**src/rtl/regfile_sb.sv**
```systemverilog
// ---------------------------------------------------------------------------
// regfile_sb -- register file with a pending-write scoreboard
//
// An NREGS x WIDTH register file with two combinational read ports and one
// write port. Alongside the data, a one-bit-per-register pending vector
// records which registers are still waiting for an in-flight producer. Each
// read port reports a hazard when it addresses a pending register. A
// registered population count of the pending vector is also provided.
//
// Parameters
//   WIDTH     data bits per register
//   NREGS     number of registers (2..256)
//   AW        address width
//   ZERO_REG  1: register 0 reads as zero, ignores writes and pending sets
//   BYPASS    1: same-cycle write data is forwarded to the read ports
//
// Ports
//   clk       clock; all state updates on the rising edge
//   reset     asynchronous, active-low reset
//   RA, RB    read addresses, ports A and B
//   RW        write address
//   busW      write data
//   en        write enable
//   set_pend  mark register SA as pending
//   SA        scoreboard set address
//   busA/busB read data, ports A and B
//   hazA/hazB read port addresses a pending register
//   pend_cnt  number of pending registers (registered)
// ---------------------------------------------------------------------------
module regfile_sb #(
    parameter int WIDTH    = 32,
    parameter int NREGS    = 32,
    parameter int AW       = $clog2(NREGS),
    parameter int ZERO_REG = 1,
    parameter int BYPASS   = 1
) (
    input  logic                       clk,
    input  logic                       reset,
    input  logic [AW-1:0]              RA,
    input  logic [AW-1:0]              RB,
    input  logic [AW-1:0]              RW,
    input  logic [WIDTH-1:0]           busW,
    input  logic                       en,
    input  logic                       set_pend,
    input  logic [AW-1:0]              SA,
    output logic [WIDTH-1:0]           busA,
    output logic [WIDTH-1:0]           busB,
    output logic                       hazA,
    output logic                       hazB,
    output logic [$clog2(NREGS+1)-1:0] pend_cnt
);

    localparam int CW = $clog2(NREGS + 1);

    // NREGS expressed one bit wider than an address so the range compare
    // works even when NREGS is a power of two that fills the address space.
    localparam logic [AW:0] NREGS_X = (AW + 1)'(NREGS);

    // -----------------------------------------------------------------------
    // State
    // -----------------------------------------------------------------------
    logic [WIDTH-1:0] regs_q [NREGS];
    logic [WIDTH-1:0] regs_d [NREGS];
    logic [NREGS-1:0] pend_q;
    logic [NREGS-1:0] pend_d;
    logic [CW-1:0]    pend_cnt_q;
    logic [CW-1:0]    pend_cnt_d;

    // -----------------------------------------------------------------------
    // Address qualification
    // -----------------------------------------------------------------------
    // A usable address is inside the array and is not the hardwired zero
    // register. Out-of-range or zero-register addresses never touch state
    // and never read anything but zero.
    logic ra_ok;
    logic rb_ok;
    logic rw_ok;
    logic sa_ok;

    always_comb begin
        ra_ok = ({1'b0, RA} < NREGS_X) && !((ZERO_REG != 0) && (RA == '0));
        rb_ok = ({1'b0, RB} < NREGS_X) && !((ZERO_REG != 0) && (RB == '0));
        rw_ok = ({1'b0, RW} < NREGS_X) && !((ZERO_REG != 0) && (RW == '0));
        sa_ok = ({1'b0, SA} < NREGS_X) && !((ZERO_REG != 0) && (SA == '0));
    end

    // Effective write and effective pending set. These are not gated by
    // reset: while reset is low the flops are held clear anyway, and the
    // write is still allowed to appear on the bypass path.
    logic wv;
    logic sv;

    always_comb begin
        wv = en && rw_ok;
        sv = set_pend && sa_ok;
    end

    // Same-cycle forwarding condition per read port.
    logic fwd_a;
    logic fwd_b;

    always_comb begin
        fwd_a = (BYPASS != 0) && wv && (RA == RW);
        fwd_b = (BYPASS != 0) && wv && (RB == RW);
    end

    // -----------------------------------------------------------------------
    // Next-state logic
    // -----------------------------------------------------------------------
    always_comb begin
        for (int i = 0; i < NREGS; i++) begin
            regs_d[i] = regs_q[i];
        end
        if (wv) begin
            regs_d[RW] = busW;
        end
    end

    // The clear is applied first and the set second, so a set and a clear
    // on the same register in the same cycle leaves it pending: the set
    // stands for a newer producer than the write that is retiring.
    always_comb begin
        pend_d = pend_q;
        if (wv) begin
            pend_d[RW] = 1'b0;
        end
        if (sv) begin
            pend_d[SA] = 1'b1;
        end
    end

    // Counting the next pending vector keeps pend_cnt in step with pend
    // after every edge. Bit 0 is never set when ZERO_REG=1, so the count
    // is bounded by NREGS-ZERO_REG and CW bits always suffice.
    always_comb begin
        pend_cnt_d = '0;
        for (int i = 0; i < NREGS; i++) begin
            pend_cnt_d = pend_cnt_d + CW'(pend_d[i]);
        end
    end

    // -----------------------------------------------------------------------
    // State registers
    // -----------------------------------------------------------------------
    always_ff @(posedge clk or negedge reset) begin
        if (!reset) begin
            for (int i = 0; i < NREGS; i++) begin
                regs_q[i] <= '0;
            end
            pend_q     <= '0;
            pend_cnt_q <= '0;
        end else begin
            for (int i = 0; i < NREGS; i++) begin
                regs_q[i] <= regs_d[i];
            end
            pend_q     <= pend_d;
            pend_cnt_q <= pend_cnt_d;
        end
    end

    // -----------------------------------------------------------------------
    // Read ports
    // -----------------------------------------------------------------------
    // Each port is decoded independently; both may address the same
    // register. The forwarded value takes priority over the stored value.
    always_comb begin
        busA = '0;
        if (ra_ok) begin
            if (fwd_a) begin
                busA = busW;
            end else begin
                busA = regs_q[RA];
            end
        end
    end

    always_comb begin
        busB = '0;
        if (rb_ok) begin
            if (fwd_b) begin
                busB = busW;
            end else begin
                busB = regs_q[RB];
            end
        end
    end

    // A pending register that is being written this cycle is not a hazard
    // when the write data is forwarded, since the reader already sees it.
    always_comb begin
        hazA = 1'b0;
        if (ra_ok) begin
            hazA = pend_q[RA] && !fwd_a;
        end
    end

    always_comb begin
        hazB = 1'b0;
        if (rb_ok) begin
            hazB = pend_q[RB] && !fwd_b;
        end
    end

    assign pend_cnt = pend_cnt_q;

endmodule
```
**config.mk**
```make
export PLATFORM = sky130hd
export DESIGN_NAME = regfile_sb
export DESIGN_NICKNAME = d
export VERILOG_FILES = /design/src/rtl/regfile_sb.sv
export SDC_FILE = /design/constraint.sdc
export NUM_CORES = 2
export LEC_CHECK = 0
export CAP_MARGIN = 30
export CELL_PAD_IN_SITES_DETAIL_PLACEMENT = 0
export CELL_PAD_IN_SITES_GLOBAL_PLACEMENT = 1
export CORE_MARGIN = 4
export CORE_UTILIZATION = 57
export DETAILED_ROUTE_END_ITERATION = 12
export PLACE_DENSITY_LB_ADDON = 0.1
export SYNTH_ARGS = -nofsm -noshare
export SYNTH_HDL_FRONTEND = slang
export SYNTH_SLANG_ARGS = --single-unit
```
**constraint.sdc**
```tcl
create_clock -name clk -period 10.73 [get_ports clk]
set_input_delay 2.146 -clock clk [delete_from_list [all_inputs] [get_ports clk]]
set_output_delay 2.146 -clock clk [all_outputs]
set_load 0.02 [all_outputs]
```
==> results.yml <==
cts:
  cts_tree: "built"
  clock_path_buffers: 3
  cts_buffers: 117
  clk_pin_slew_worst_paths_ns: 0.06
  cts_root_buf: "clkbuf_16"
  clock_latency_ns: 0.71
  cts_max_level: 3
  cts_setup_buffers: 0
  cts-resized-gates: 0
  clkSinkCount: 1062
  hold_buffers: 0
placement:
  place.detailed.hpwl_mm: 108
  numPortBuffers: 127
  dpl_cell_area_um2: 60500
  gp_congestion: 0.843
pwr:
  p_per_area_nw_per_um2: 204
  peakVddDrop_mv: 0.376
  p_leak_nw: 29.1
floorplanning:
  coreArea_um2: 101000
  floorplan.die.height_um: 328
  die-area_um2: 107000
  rows: 116
  pin_count: 128
  start_util_pct: 57.8
  dieWidth_um: 328
timing:
  final.min_clock_period_ns: 8.39
  slew_violations: 0
  hold_viol: 0
  max_freq_mhz: 119
  finalSetupTns_ns: 0
  whs_ns: 0.400
  rsz0062_at_grt: "false"
  slew_headroom_pct: 28.2
  tightest_slew_ns: 1.08
  period_share_pct: 78.2
  finClkSkew_ns: 0.0109
  setup_violations: 0
flow_run:
  max_cap_violations: 0
logic_synthesis:
  synth-seq-area-share_pct: 45.7
  avgSynthCellArea_um2: 13.4
  synth.area.top_cells: "dfrtp_1 46%, mux2_2 19%, mux4_2 11%, mux2i_1 10%, a22oi_1 2.5%"
  synth_cell_types: 57
  synth_seq_cells: 1062
  yosysWarnings: 0
  synthFlopType: "dfrtp_1"
  synth_nets: 4428
  netlist_area_um2: 58200
  synth_top_area_cell: "dfrtp_1"
  synth_cells: 4341
  synth_edf_count: 0
  synth_top_area_share_pct: 45.7
  async_flop_share_pct: 100
layout:
  final_nets: 4317
  layout-drive-gt1-share_pct: 38.0
  final_common_cell: "dfrtp_1"
  design_area_um2: 64500
  n_fill_cell: 7867
  final_cell_mix: "1062 x dfrtp_1, 975 x mux2_2, 588 x mux2i_1, 276 x mux4_2, 197 x a22oi_1"
  area_growth_pct: 10.8
  fin_util_pct: 64.0
worst_hold_path:
  hp-start: "regs_q[1016]"
  min_path_type: "flip-flop to flip-flop"
detailed_routing:
  num_vias: 39629
  totalWireLength_mm: 191
  vias_per_cell: 6.96
  ant_nets: 0
  drtPass1Iterations: 5
  drc: 0
  wl_per_cell_um: 33.6
  drtIter0Drc: 4218
worst_setup_path:
  r2r-start: "pend_q[27]"
  rrSetupSlack_ns: 5.65
  cp-start-kind: "primary input"
  arrival_ns: 9.01
  crit_type: "primary input to flip-flop"
  crit_required_ns: 11.35
  crit_start: "RW[4]"
  worstSetupEndpointType: "flip-flop"
  crit_fanout: 33
global_route:
  grt_pass1_vias: 39882
  grt_max_degree: 176
  antenna_found_initial: 6
  gr-total-overflow: 0
  grt_pass1_wl_mm: 280
  grt_usage_pct: 35.7
status:
  status: "complete, no violations"
-- registers in the layout, summed over array words and instances (netlist names) --
signal	cells
pend_cnt	6
pend_q	32
regs_q	1024
-- layout make-up --
class / instances / area (µm²) / area share [%]
multi-input cells: 2756 / 29600 / 46.0
well taps: 1357 / 1700 / 2.63
clock buffers: 167 / 3430 / 5.32
repair buffers: 250 / 2470 / 3.83
diodes: 5 / 12.5 / 0.0194
inverters: 43 / 161 / 0.250
clock inverters: 51 / 498 / 0.772
flip-flops and latches: 1062 / 26600 / 41.2
-- critical path, stage by stage --
cell and delay (ns):
clkdlybuf4s50_1 0.81, nor3b_2 0.68, nand2_4 0.65, a22o_1 0.43, fa_1 0.49, inv_1 0.05, fa_1 0.47, inv_1 0.05
fa_1 0.47, fa_1 0.56, inv_1 0.05, fa_1 0.46, fa_1 0.50, inv_1 0.05, ha_1 0.20, fa_1 0.46
a21o_1 0.17, a21oi_1 0.16, xnor2_1 0.14
-- power by group --
| group | total (mW) | switching [mW] | internal [mW] |
|---|---|---|---|
| registers | 5.37 | 0.562 | 4.81 |
| logic | 3.69 | 1.77 | 1.93 |
| clock network | 4.11 | 1.71 | 2.41 |
| total | 13.2 | 4.04 | 9.14 |
-- through the flow --
step / setup WS (ns) / cells / power (mW)
after floorplan: 3.12 / 4341 / 8.02
after global placement: 1.78 / 5459 / 8.91
after detailed placement: 1.70 / 5467 / 9.11
after CTS: 2.42 / 5685 / 13.2
after global routing: 2.16 / 5686 / 13.9
final: 2.34 / 5691 / 13.2
-- worst paths after layout --
| check | end | depth (start not counted) |
|---|---|---|
| worst max-delay path | pend_cnt[4] | 19 |
| worst min-delay path | regs_q[1016] | 0 |
| worst max register to register | pend_cnt[4] | 17 |
| worst min register to register | regs_q[1016] | 0 |
| max in group asynchronous | regs_q[864] | 3 |
| min in group asynchronous | pend_q[31] | 1 |
-- routing by layer --
layer,wire length [µm],track usage [%]
met4,6880,11.6
met2,85700,53.3
met1,81900,52.4
met3,17000,7.77
met5,9,0
-- synthesized netlist by cell type, drive strengths merged, types with 26 or more instances --
cell / number
buf: 273
o22ai: 50
nor3: 48
a22oi: 197
o21ai: 41
a21oi: 60
inv: 43
dfrtp: 1062
nand2: 163
nor2: 26
a22o: 73
nand4: 39
mux4: 276
o211ai: 38
clkbuf: 207
mux2i: 588
mux2: 993
-- logic make-up after synthesis --
family                   share of synthesized area [%]
AO/OA/AOI/OAI                                     6.40
XOR/XNOR                                         0.196
adder cells (fa/ha/maj)                          0.976
buffers and inverters                             3.93
flip-flops                                        45.7
multiplexers                                      40.0
AND/OR/NAND/NOR                                   2.82
(Power assumes the default switching activity.)
